### config.mk
export PLATFORM = sky130hd
export DESIGN_NAME = uart_rx_fifo
export DESIGN_NICKNAME = d
export VERILOG_FILES = /design/src/rtl/uart_defs.sv /design/src/rtl/sync_fifo.sv /design/src/rtl/uart_rx_fifo.sv
export SDC_FILE = /design/constraint.sdc
export NUM_CORES = 1
export LEC_CHECK = 0
export BUFFER_PORTS_ARGS = -buffer_cell sky130_fd_sc_hd__clkbuf_2
export CAP_MARGIN = 30
export CORE_ASPECT_RATIO = 0.75
export CORE_UTILIZATION = 55
export DETAILED_ROUTE_END_ITERATION = 16
export GPL_TIMING_DRIVEN = 0
export PLACE_DENSITY_LB_ADDON = 0.05
export SYNTH_ARGS = -nofsm -noshare
export SYNTH_HDL_FRONTEND = slang
export SYNTH_SLANG_ARGS = --single-unit
export TNS_END_PERCENT = 10
### constraint.sdc
create_clock -name clk -period 2 [get_ports clk]
set_clock_uncertainty 0.2 [all_clocks]
set_input_delay 0.3 -clock clk [delete_from_list [all_inputs] [get_ports clk]]
set_output_delay 0.3 -clock clk [all_outputs]
set_load 0.005 [all_outputs]
### src/rtl/uart_defs.sv
// rtl/uart_defs.sv - shared parity modes, receiver state encoding and parity helper
package uart_defs;

   localparam logic [1:0] PAR_NONE = 2'd0;
   localparam logic [1:0] PAR_EVEN = 2'd1;
   localparam logic [1:0] PAR_ODD  = 2'd2;

   localparam int MAX_DATA_BITS = 9;

   typedef enum logic [2:0] {
      ST_IDLE,
      ST_START,
      ST_DATA,
      ST_PARITY,
      ST_STOP,
      ST_WAIT_HIGH
   } rx_state_t;

   // Callers zero-extend narrower words; the extra zeros do not change the XOR.
   function automatic logic calc_parity(input logic [MAX_DATA_BITS-1:0] data,
                                        input logic [1:0] mode);
      logic p;
      p = ^data;
      if (mode == PAR_ODD) p = ~p;
      return p;
   endfunction

endpackage

### src/rtl/sync_fifo.sv
// rtl/sync_fifo.sv - show-ahead synchronous FIFO with extra-MSB pointers
module sync_fifo #(
   parameter int WIDTH = 10,
   parameter int DEPTH = 4
) (
   input  logic             clk,
   input  logic             rst,
   input  logic             i_push,
   input  logic [WIDTH-1:0] i_push_data,
   input  logic             i_pop,
   output logic [WIDTH-1:0] o_head,
   output logic             o_empty,
   output logic             o_full
);

   localparam int AW = $clog2(DEPTH);

   logic [WIDTH-1:0] r_mem [DEPTH];
   logic [AW:0]      r_wr_ptr;
   logic [AW:0]      r_rd_ptr;
   logic [WIDTH-1:0] r_hold;
   logic             w_do_push;
   logic             w_do_pop;

   assign o_empty   = (r_wr_ptr == r_rd_ptr);
   assign o_full    = (r_wr_ptr[AW] != r_rd_ptr[AW]) &&
                      (r_wr_ptr[AW-1:0] == r_rd_ptr[AW-1:0]);
   assign w_do_pop  = i_pop && !o_empty;
   assign w_do_push = i_push && (!o_full || w_do_pop);

   always_ff @(posedge clk) begin
      if (w_do_push) r_mem[r_wr_ptr[AW-1:0]] <= i_push_data;
   end

   // r_hold keeps the last head visible once the FIFO drains.
   always_ff @(posedge clk or negedge rst) begin
      if (!rst) begin
         r_wr_ptr <= '0;
         r_rd_ptr <= '0;
         r_hold   <= '0;
      end else begin
         if (w_do_push) r_wr_ptr <= r_wr_ptr + (AW+1)'(1);
         if (w_do_pop)  r_rd_ptr <= r_rd_ptr + (AW+1)'(1);
         if (!o_empty)  r_hold   <= r_mem[r_rd_ptr[AW-1:0]];
      end
   end

   assign o_head = o_empty ? r_hold : r_mem[r_rd_ptr[AW-1:0]];

endmodule

### src/rtl/uart_rx_fifo.sv
// rtl/uart_rx_fifo.sv - parametrised UART receiver with majority-vote sampling
// and a show-ahead receive FIFO with overrun reporting.
module uart_rx_fifo
   import uart_defs::*;
#(
   parameter int CLKS_PER_BIT = 32,
   parameter int DATA_BITS    = 8,
   parameter int PARITY       = 1,
   parameter int STOP_BITS    = 1,
   parameter int FIFO_DEPTH   = 4
) (
   input  logic                 clk,
   input  logic                 rst,
   input  logic                 rx,
   output logic [DATA_BITS-1:0] data_out,
   output logic                 parity_err,
   output logic                 frame_err,
   output logic                 valid,
   input  logic                 ready,
   output logic                 overrun,
   output logic                 busy
);

   localparam int         MID      = CLKS_PER_BIT / 2;
   localparam int         CW       = $clog2(CLKS_PER_BIT);
   localparam int         WW       = DATA_BITS + 2;
   localparam logic [1:0] PAR_MODE = 2'(PARITY);

   logic                 r_sync1, r_rxs, r_rxs_d;
   rx_state_t            r_state, w_state_nx;
   logic [CW-1:0]        r_cnt, w_cnt_nx;
   logic [3:0]           r_bit_idx, w_bit_idx_nx;
   logic [DATA_BITS-1:0] r_shift, w_shift_nx;
   logic                 r_par_err, w_par_err_nx;
   logic                 r_frm_err, w_frm_err_nx;
   logic                 r_overrun;
   logic                 w_fall, w_sample, w_vote, w_push, w_pop;
   logic                 w_fifo_empty, w_fifo_full;
   logic [WW-1:0]        w_push_word, w_head;

   assign w_fall   = r_rxs_d && !r_rxs;
   assign w_sample = (r_cnt == CW'(MID));
   // r_sync1 is rxs one cycle ahead, centring the vote window on the sample point.
   assign w_vote   = (r_rxs_d & r_rxs) | (r_rxs & r_sync1) | (r_rxs_d & r_sync1);

   always_comb begin
      w_state_nx   = r_state;
      w_cnt_nx     = (r_cnt == CW'(CLKS_PER_BIT-1)) ? '0 : r_cnt + CW'(1);
      w_bit_idx_nx = r_bit_idx;
      w_shift_nx   = r_shift;
      w_par_err_nx = r_par_err;
      w_frm_err_nx = r_frm_err;
      w_push       = 1'b0;
      w_push_word  = '0;
      case (r_state)
         ST_IDLE: begin
            w_cnt_nx = w_fall ? CW'(1) : '0;
            if (w_fall) begin
               w_state_nx   = ST_START;
               w_par_err_nx = 1'b0;
               w_frm_err_nx = 1'b0;
            end
         end
         ST_START: begin
            if (w_sample) begin
               w_bit_idx_nx = '0;
               w_state_nx   = w_vote ? ST_IDLE : ST_DATA;
            end
         end
         ST_DATA: begin
            if (w_sample) begin
               w_shift_nx = {w_vote, r_shift[DATA_BITS-1:1]};
               if (r_bit_idx == 4'(DATA_BITS-1)) begin
                  w_bit_idx_nx = '0;
                  w_state_nx   = (PAR_MODE == PAR_NONE) ? ST_STOP : ST_PARITY;
               end else begin
                  w_bit_idx_nx = r_bit_idx + 4'd1;
               end
            end
         end
         ST_PARITY: begin
            if (w_sample) begin
               w_par_err_nx = w_vote != calc_parity(MAX_DATA_BITS'(r_shift), PAR_MODE);
               w_state_nx   = ST_STOP;
            end
         end
         ST_STOP: begin
            if (w_sample) begin
               if (!w_vote) w_frm_err_nx = 1'b1;
               if (r_bit_idx == 4'(STOP_BITS-1)) begin
                  w_push     = 1'b1;
                  w_state_nx = w_vote ? ST_IDLE : ST_WAIT_HIGH;
               end else begin
                  w_bit_idx_nx = r_bit_idx + 4'd1;
               end
            end
         end
         ST_WAIT_HIGH: begin
            if (r_rxs) w_state_nx = ST_IDLE;
         end
         default: w_state_nx = ST_IDLE;
      endcase
      w_push_word = {w_frm_err_nx, r_par_err, r_shift};
   end

   always_ff @(posedge clk or negedge rst) begin
      if (!rst) begin
         r_sync1   <= 1'b1;
         r_rxs     <= 1'b1;
         r_rxs_d   <= 1'b1;
         r_state   <= ST_IDLE;
         r_cnt     <= '0;
         r_bit_idx <= '0;
         r_shift   <= '0;
         r_par_err <= 1'b0;
         r_frm_err <= 1'b0;
      end else begin
         r_sync1   <= rx;
         r_rxs     <= r_sync1;
         r_rxs_d   <= r_rxs;
         r_state   <= w_state_nx;
         r_cnt     <= w_cnt_nx;
         r_bit_idx <= w_bit_idx_nx;
         r_shift   <= w_shift_nx;
         r_par_err <= w_par_err_nx;
         r_frm_err <= w_frm_err_nx;
      end
   end

   assign w_pop = valid && ready;

   always_ff @(posedge clk or negedge rst) begin
      if (!rst)                        r_overrun <= 1'b0;
      else if (w_pop)                  r_overrun <= 1'b0;
      else if (w_push && w_fifo_full)  r_overrun <= 1'b1;
   end

   sync_fifo #(
      .WIDTH (WW),
      .DEPTH (FIFO_DEPTH)
   ) u_fifo (
      .clk         (clk),
      .rst         (rst),
      .i_push      (w_push),
      .i_push_data (w_push_word),
      .i_pop       (w_pop),
      .o_head      (w_head),
      .o_empty     (w_fifo_empty),
      .o_full      (w_fifo_full)
   );

   assign {frame_err, parity_err, data_out} = w_head;
   assign valid   = !w_fifo_empty;
   assign overrun = r_overrun;
   assign busy    = (r_state != ST_IDLE);

endmodule

==> impl_table.tex, run 1 <==
\begin{tabular}{lr}
\hline
Metric & Value \\
\hline
\multicolumn{2}{l}{\textbf{STA}} \\
\quad Setup repair after global routing missed its margin & yes \\
\quad Relative slew slack & 0.729 \\
\quad Highest clock frequency the design can meet & 0.403 GHz \\
\quad Transition time of the tightest slew-check pin & 407 ps \\
\quad Final clock period utilization by the worst path & 1.24 \\
\quad Final setup vio count & 52 \\
\quad Summed negative setup slack over all endpoints & -8050 ps \\
\quad Max Slew Vio Count & 0 \\
\quad Minimum period implied by the final worst setup slack & 2480 ps \\
\quad Setup ws final & -479 ps \\
\quad Final Hold Viols & 0 \\
\multicolumn{2}{l}{\textbf{Placed design}} \\
\quad Minimum setup slack after placement & -555 ps \\
\quad Buffers added on ports & 16 \\
\quad Placed wire-length estimate & 3970 µm \\
\quad Final estimated routing congestion in global placement & 0.835 \\
\multicolumn{2}{l}{\textbf{Power}} \\
\quad Fraction of power consumed by the clock network & 0.282 \\
\quad Power Internal & 3770 µW \\
\quad Sw Pwr & 1390 µW \\
\quad Total chip power & 5160 µW \\
\quad Part of the total power dissipated in sequential elements & 0.402 \\
\quad Portion of total power attributed to combinational logic & 0.315 \\
\quad Leakage Power & 0.00187 µW \\
\quad Pwr/cell area & 1190 nW/µm² \\
\quad Worst IR Drop VDD & 0.619 mV \\
\quad Switching part of the total & 0.270 \\
\multicolumn{2}{l}{\textbf{Die}} \\
\quad Die ar. & 6880 µm² \\
\quad Row cnt & 25 \\
\quad Die width & 95.5 µm \\
\quad Starting utilization of the core area & 0.570 \\
\quad Die H & 72.1 µm \\
\quad Standard cell core area & 6320 µm² \\
\quad Count of boundary I/O pins & 17 \\
\multicolumn{2}{l}{\textbf{Finish}} \\
\quad Antenna diode count & 0 \\
\quad Layout cells sized above 1 & 0.396 \\
\quad Commonest cells after routing, fill and taps aside & sky130\_fd\_sc\_hd\_\_edfxtp\_1 (40), sky130\_fd\_sc\_hd\_\_dfrtp\_1 (37), sky130\_fd\_sc\_hd\_\_buf\_4 (16), sky130\_fd\_sc\_hd\_\_clkbuf\_2 (16), sky130\_fd\_sc\_hd\_\_mux2\_2 (13) \\
\quad Commonest non-fill, non-tap cell in the layout & sky130\_fd\_sc\_hd\_\_edfxtp\_1 \\
\quad Number of nets in the layout & 289 \\
\quad Layout-stage area growth over the synthesis result & 20.0\% \\
\multicolumn{2}{l}{\textbf{Clocking}} \\
\quad CTS tree & done \\
\quad Depth of the CTS H-tree & 3 \\
\quad Sink Count & 82 \\
\quad Clock Latency Late Sink & 340 ps \\
\quad Cts bufs inserted & 9 \\
\quad Clock root buffer master & sky130\_fd\_sc\_hd\_\_clkbuf\_8 \\
\quad Buffer depth of the longest clock path & 2 \\
\quad Reg clk slew, reported paths & 90 ps \\
\multicolumn{2}{l}{\textbf{Yosys}} \\
\quad Post-synth top area share & 0.333 \\
\quad Async S/R FF share, synth & 0.512 \\
\quad Leading cell types by total area after synthesis & sky130\_fd\_sc\_hd\_\_edfxtp\_1 (33\%), sky130\_fd\_sc\_hd\_\_dfrtp\_1 (27\%), sky130\_fd\_sc\_hd\_\_mux4\_2 (6.3\%) \\
\quad Count of synthesis-stage warnings from yosys & 0 \\
\quad Yosys top cell by area & sky130\_fd\_sc\_hd\_\_edfxtp\_1 \\
\quad Syn\_nets & 244 \\
\quad Cell Area, Synth & 3600 µm² \\
\quad Avg Synthesized Cell Area & 15.7 µm² \\
\quad Number of library cell types mapped by synthesis & 47 \\
\quad Post-synthesis sequential area ratio & 0.626 \\
\quad Number of flops mapped to enable cells by yosys & 40 \\
\quad Main flop type after synthesis & sky130\_fd\_sc\_hd\_\_edfxtp\_1 \\
\quad Flops \& latches, synth & 82 \\
\quad Gate Count Post-Synth & 230 \\
\multicolumn{2}{l}{\textbf{Worst setup path}} \\
\quad Worst path buffer plus inverter count & 2 \\
\quad Max stage delay cell, worst path & sky130\_fd\_sc\_hd\_\_dfrtp\_2 \\
\quad Number of stages on the worst setup path & 5 \\
\quad Cell class contributing the biggest share of worst-path delay & flip-flops \\
\quad Critical Path Sink Type & output pin \\
\quad Length in cells of the worst reg-to-reg path & 6 \\
\quad Worst EP arrival & 1980 ps \\
\quad Crit-path max FO & 8 \\
\quad Capture instance of the worst register-to-register path & u\_fifo.r\_wr\_ptr[2]\$\_DFFE\_PN0N\_ \\
\quad Startpoint class of the critical path & flip-flop \\
\quad R2r startpoint & u\_fifo.r\_rd\_ptr[0]\$\_DFFE\_PN0P\_ \\
\quad Stage delay of the slowest cell on the critical path & 450 ps \\
\quad Cell-by-cell trace of the critical path & xor2\_2 -> or3b\_4 -> buf\_12 -> mux2\_4 -> buf\_6 \\
\quad Setup slack on the worst flop-to-flop path & -100 ps \\
\quad Critical path required time & 1500 ps \\
\quad Category of the most critical setup path & flip-flop to output pin \\
\multicolumn{2}{l}{\textbf{Status}} \\
\quad Violations in the final reports & negative setup slack \\
\quad Outcome & complete, but fails checks \\
\multicolumn{2}{l}{\textbf{Routing}} \\
\quad Wire length after detailed routing & 6180 µm \\
\quad Via total after detailed routing & 1986 \\
\quad Count of unresolved DRC violations after routing & 0 \\
\quad Total iterations of the first detailed-routing run & 4 \\
\quad Number of vias per cell after detailed routing & 5.50 \\
\quad Number of design-rule violations left by the first detailed-router iteration & 69 \\
\quad Number of nets with antenna violations after routing & 0 \\
\quad Average wire length per cell after detail routing & 17.1 µm \\
\multicolumn{2}{l}{\textbf{Hold path}} \\
\quad Worst Hold Path Cells & 0 \\
\quad Worst min-delay path endpoint & r\_rxs\$\_DFF\_PN1\_ \\
\quad Class of the most critical hold timing path & flip-flop to flip-flop \\
\quad Min-delay src & r\_sync1\$\_DFF\_PN1\_ \\
\multicolumn{2}{l}{\textbf{Global route}} \\
\quad Via count of the first global-routing pass & 1905 \\
\quad Total grt overflow & 0 \\
\quad All-layer global routing usage & 0.197 \\
\quad Antenna violations before repair & 0 \\
\quad Maximum number of pins on one net before global-route repair & 30 \\
\quad Global-route wire length before repair & 9790 µm \\
\multicolumn{2}{l}{\textbf{Job}} \\
\quad Max-cap check violation count & 0 \\
\hline
\end{tabular}
## area by class of cell
class                           instances  area, µm²
Inverter                                9       33.8
Buffer                                  8       86.3
Clock buffer                           10        138
Timing Repair Buffer                   35        267
Clock inverter                          6        113
Fill cell                             454       1990
Multi-Input combinational cell        130       1330
Sequential cell                        82       2260
Tap cell                               81        101
## Yosys cell counts (all sizes together), types with 4 or more instances
| cell | number |
|---|---|
| o21ai | 4 |
| buf | 7 |
| edfxtp | 40 |
| inv | 9 |
| nor3 | 5 |
| and3 | 5 |
| ha | 10 |
| xnor2 | 12 |
| xor2 | 4 |
| nand2 | 9 |
| dfrtp | 39 |
| o22ai | 4 |
| nand3 | 7 |
| mux2 | 20 |
| nor2b | 5 |
| nor2 | 5 |
| mux4 | 10 |
## worst max-delay path by stage
| stage | startpoint | slack [ps] | end |
|---|---|---|---|
| 2_1_floorplan | r_bit_idx[0]$_DFFE_PN0P_ | -90 | u_fifo.r_mem[1][0]$_DFFE_PP_ |
| 3_3_place_gp | r_bit_idx[0]$_DFFE_PN0P_ | -590 | u_fifo.r_mem[1][4]$_DFFE_PP_ |
| 3_5_place_dp | r_bit_idx[0]$_DFFE_PN0P_ | -560 | u_fifo.r_mem[2][4]$_DFFE_PP_ |
| 4_1_cts | u_fifo.r_wr_ptr[0]$_DFFE_PN0N_ | -560 | data_out[7] |
| 5_1_grt | u_fifo.r_rd_ptr[0]$_DFFE_PN0P_ | -540 | data_out[7] |
| 6_report | u_fifo.r_rd_ptr[0]$_DFFE_PN0P_ | -480 | data_out[7] |
## kinds of logic after synthesis
group                      after synthesis  share of synthesized area
AOI/OAI and AO/OA                       22                     0.0444
muxes                                   31                      0.135
DFF                                     82                      0.626
buffers and inverters                   18                     0.0295
and+or+nand+nor                         49                     0.0802
xor gates and xnor gates                17                     0.0472
adders and majority gates               11                     0.0375
## power groups by stage
stage	combinational (µW)	clock [µW]	sequential (µW)
5_1_grt	1760	1540	2100
3_3_place_gp	1280	0	2110
4_1_cts	1500	1480	2080
2_1_floorplan	982	0	2080
6_report	1630	1460	2080
3_5_place_dp	1300	0	2120
## flip-flops by register name, indices dropped and copies added, names as in the netlist
name             cells
overrun              1
r_bit_idx            4
r_cnt                5
r_frm_err            1
r_par_err            1
r_rxs                1
r_rxs_d              1
r_shift              8
r_state              3
r_sync1              1
u_fifo.r_hold       10
u_fifo.r_mem        40
u_fifo.r_rd_ptr      3
u_fifo.r_wr_ptr      3
## metal layers
metal | vias up | track usage | share of wire
met5 | - | 0 | 0
met4 | 0 | 0.0514 | 0.0078
met3 | 5 | 0.0545 | 0.030
met2 | 32 | 0.297 | 0.45
met1 | 1010 | 0.285 | 0.51
li1 | 939 | - | -
## worst reg2reg max path, cell delays in order, from the launching register on
cell and delay [ps]:
sky130_fd_sc_hd__dfrtp_2 450, sky130_fd_sc_hd__xor2_2 190, sky130_fd_sc_hd__buf_4 130, sky130_fd_sc_hd__buf_4 120, sky130_fd_sc_hd__or4_4 460, sky130_fd_sc_hd__and3_4 280
sky130_fd_sc_hd__xor2_1 160
## per-stage QoR
stage | hold slack [ps] | cells | area (µm²) | utilization
finish | 172 | 361 | 4320 | 0.684
CTS | 175 | 359 | 4250 | 0.672
global route | 178 | 361 | 4320 | 0.684
detailed placement | 33.1 | 328 | 3810 | 0.603
global placement | 160 | 327 | 3790 | 0.599
floorplan | -196 | 230 | 3610 | -
## repair_timing
| item | in CTS | in global routing |
|---|---|---|
| buffers inserted | 12 | 2 |
| setup endpoints to repair | 78 | 70 |
| cloned | 0 | 1 |
| gates resized for setup | 23 | 12 |
| hold endpoints to repair | 43 | 0 |
| pin swaps | 10 | 5 |
| hold buffers | 3 | 0 |
Power figures use the tool's default switching activity.
==> run 2, diff against run 1 <==
--- a/config.mk
+++ b/config.mk
@@ -12,6 +12,7 @@
 export DETAILED_ROUTE_END_ITERATION = 16
 export GPL_TIMING_DRIVEN = 0
 export PLACE_DENSITY_LB_ADDON = 0.05
+export SETUP_SLACK_MARGIN = 0.1
 export SYNTH_ARGS = -nofsm -noshare
 export SYNTH_HDL_FRONTEND = slang
 export SYNTH_SLANG_ARGS = --single-unit
==> run 2 against run 1 <==
- the flow still finishes with violations (negative setup slack)
- sequential share of layout area up 1.4 points
- worst hold slack worse by 130 ps
- first-iteration DRC count up 54%
- setup slack worse by 87 ps
- fmax down 3.4%
- clock-buffer cell count down 1
- critical path depth up 1
==> impl_table.tex, run 2 (synthesized netlist as in run 1, its figures left out) <==
\begin{tabular}{lr}
\hline
Metric & Value \\
\hline
\multicolumn{2}{l}{\textbf{Status}} \\
\quad Outcome & complete, but fails checks \\
\quad Violations in the final reports & negative setup slack \\
\multicolumn{2}{l}{\textbf{Worst setup path}} \\
\quad Critical path required time & 1500 ps (about the same) \\
\quad Startpoint class of the critical path & flip-flop \\
\quad Critical Path Sink Type & output pin \\
\quad Category of the most critical setup path & flip-flop to output pin \\
\quad Crit-path max FO & 8 (unchanged) \\
\quad Worst EP arrival & 2070 ps (+90 ps) \\
\multicolumn{2}{l}{\textbf{Placed design}} \\
\quad Buffers added on ports & 16 (unchanged) \\
\quad Placed wire-length estimate & 3890 µm (-2.0\%) \\
\quad Placed Instance Area & 3820 µm² (+0.30\%) \\
\quad Final estimated routing congestion in global placement & 0.806 (-3.5\%) \\
\quad Placed Instances & 328 (unchanged) \\
\multicolumn{2}{l}{\textbf{Clocking}} \\
\quad Cts bufs inserted & 9 (unchanged) \\
\quad Reg clk slew, reported paths & 90 ps (about the same) \\
\quad Sink Count & 82 (unchanged) \\
\quad Clock root buffer master & sky130\_fd\_sc\_hd\_\_clkbuf\_8 \\
\quad CTS tree & done \\
\quad Buffer depth of the longest clock path & 2 (unchanged) \\
\quad Clock Latency Late Sink & 350 ps (about the same) \\
\quad Depth of the CTS H-tree & 3 (unchanged) \\
\multicolumn{2}{l}{\textbf{Die}} \\
\quad Row cnt & 25 (unchanged) \\
\quad Die ar. & 6880 µm² (unchanged) \\
\quad Die H & 72.1 µm (unchanged) \\
\quad Starting utilization of the core area & 0.570 (unchanged) \\
\quad Die width & 95.5 µm (unchanged) \\
\quad Standard cell core area & 6320 µm² (unchanged) \\
\quad Count of boundary I/O pins & 17 (unchanged) \\
\multicolumn{2}{l}{\textbf{Finish}} \\
\quad Multi-input logic area & 1320 µm² (-0.38\%) \\
\quad Number of nets in the layout & 289 (unchanged) \\
\quad Antenna diode count & 0 (unchanged) \\
\quad Commonest non-fill, non-tap cell in the layout & sky130\_fd\_sc\_hd\_\_edfxtp\_1 \\
\quad Max FFs per register & 40 (unchanged) \\
\quad Post-route cell area & 4210 µm² (-2.6\%) \\
\quad Core utilization of the finished layout & 0.667 (-0.0178) \\
\quad Final Non-Filler Cells & 361 (unchanged) \\
\quad Filler Cell Count & 471 (+3.7\%) \\
\quad Flip-flop and latch area & 2260 µm² (about the same) \\
\quad Layout-stage area growth over the synthesis result & 16.9\% \\
\quad Commonest cells after routing, fill and taps aside & sky130\_fd\_sc\_hd\_\_edfxtp\_1 (40), sky130\_fd\_sc\_hd\_\_dfrtp\_1 (38), sky130\_fd\_sc\_hd\_\_buf\_4 (17), sky130\_fd\_sc\_hd\_\_clkbuf\_2 (17), sky130\_fd\_sc\_hd\_\_mux2\_2 (13) \\
\quad Layout cells sized above 1 & 0.386 (-0.0107) \\
\multicolumn{2}{l}{\textbf{Global route}} \\
\quad Maximum number of pins on one net before global-route repair & 35 (+17\%) \\
\quad All-layer global routing usage & 0.195 (-0.00161) \\
\quad Via count of the first global-routing pass & 1921 (+0.84\%) \\
\quad Total grt overflow & 0 (unchanged) \\
\quad Antenna violations before repair & 0 (unchanged) \\
\quad Global-route wire length before repair & 9540 µm (-2.5\%) \\
\multicolumn{2}{l}{\textbf{STA}} \\
\quad Minimum period implied by the final worst setup slack & 2570 ps (+86.9 ps) \\
\quad Final Hold Viols & 0 (unchanged) \\
\quad Setup repair after global routing missed its margin & yes \\
\quad Highest clock frequency the design can meet & 0.390 GHz (-3.4\%) \\
\quad Summed negative setup slack over all endpoints & -5950 ps (+2100 ps) \\
\quad Relative slew slack & 0.735 (+0.00637) \\
\quad Final setup vio count & 21 (-60\%) \\
\quad Setup ws final & -566 ps (-86.9 ps) \\
\quad Final clock period utilization by the worst path & 1.28 (+0.0435) \\
\quad Transition time of the tightest slew-check pin & 397 ps (-9.55 ps) \\
\quad Max Slew Vio Count & 0 (unchanged) \\
\multicolumn{2}{l}{\textbf{Power}} \\
\quad Worst IR Drop VDD & 0.520 mV (-16\%) \\
\quad Total chip power & 4650 µW (-10\%) \\
\quad Pwr/cell area & 1100 nW/µm² (-7.6\%) \\
\quad Leakage Power & 0.00182 µW (-2.7\%) \\
\multicolumn{2}{l}{\textbf{Routing}} \\
\quad Number of vias per cell after detailed routing & 5.46 (-0.76\%) \\
\quad Number of design-rule violations left by the first detailed-router iteration & 106 (+54\%) \\
\quad Number of nets with antenna violations after routing & 0 (unchanged) \\
\quad Average wire length per cell after detail routing & 16.8 µm (-1.9\%) \\
\quad Total iterations of the first detailed-routing run & 4 (unchanged) \\
\quad Count of unresolved DRC violations after routing & 0 (unchanged) \\
\quad Via total after detailed routing & 1971 (-0.76\%) \\
\quad Wire length after detailed routing & 6060 µm (-1.9\%) \\
\multicolumn{2}{l}{\textbf{Job}} \\
\quad Max-cap check violation count & 0 (unchanged) \\
\multicolumn{2}{l}{\textbf{Hold path}} \\
\quad Class of the most critical hold timing path & input port to flip-flop \\
\hline
\end{tabular}
## run 2: metrics by stage
step	hold WS (ps)	setup slack, ps
after detailed placement	-19.5	-323
after global routing	29.5	-639
after floorplan	-196	-31.3
final	45.8	-566
after global placement	159	-280
after CTS	19.2	-566
## run 2: layout make-up
cell class | count | share of cell area
clock inverters | 7 | 0.0125
clock buffers | 9 | 0.0294
plain buffers | 9 | 0.0202
inverters | 9 | 0.00802
flip-flops and latches | 82 | 0.536
repair buffers | 34 | 0.0559
well taps | 81 | 0.0241
multi-input cells | 130 | 0.314
## run 2: repair_timing
item,CTS,global route
hold endpoints to repair,41,0
hold buffers,3,0
endpoints found under the setup margin,80,88
resized for setup,16,10
setup buffers,10,4
cloned,0,0
pin swaps,9,6
## run 2: metal layers
metal / share of wire / GRT usage / wire, µm
met1: 0.48 / 0.265 / 2920
met2: 0.47 / 0.302 / 2880
met3: 0.033 / 0.0639 / 201
met4: 0.010 / 0.0597 / 62
met5: 0 / 0 / 0
## run 2: worst paths after layout
| path | startpoint | to | slack, ps | cells after the start |
|---|---|---|---|---|
| hold / removal | ready | u_fifo.r_rd_ptr[0]$_DFFE_PN0P_ | 50 | 3 |
| setup reg to reg | r_bit_idx[1]$_DFFE_PN0P_ | u_fifo.r_mem[3][6]$_DFFE_PP_ | -10 | 5 |
| max in group asynchronous | rst | r_rxs$_DFF_PN1_ | 920 | 3 |
| setup / recovery | u_fifo.r_rd_ptr[1]$_DFFE_PN0P_ | data_out[7] | -570 | 6 |
| min in group asynchronous | rst | u_fifo.r_rd_ptr[2]$_DFFE_PN0P_ | 130 | 2 |
| hold reg to reg | r_sync1$_DFF_PN1_ | r_rxs$_DFF_PN1_ | 170 | 0 |
## run 2: power by group
group          internal, µW  switching, µW
sequential             1960            125
clock                   459            612
combinational           844            649
## run 2: worst max-delay path, stage by stage, from the launching register on
cell	delay, ps
sky130_fd_sc_hd__dfrtp_1	420
sky130_fd_sc_hd__xor2_1	180
sky130_fd_sc_hd__or3b_1	410
sky130_fd_sc_hd__buf_6	140
sky130_fd_sc_hd__buf_12	140
sky130_fd_sc_hd__mux2_4	300
sky130_fd_sc_hd__clkbuf_2	130
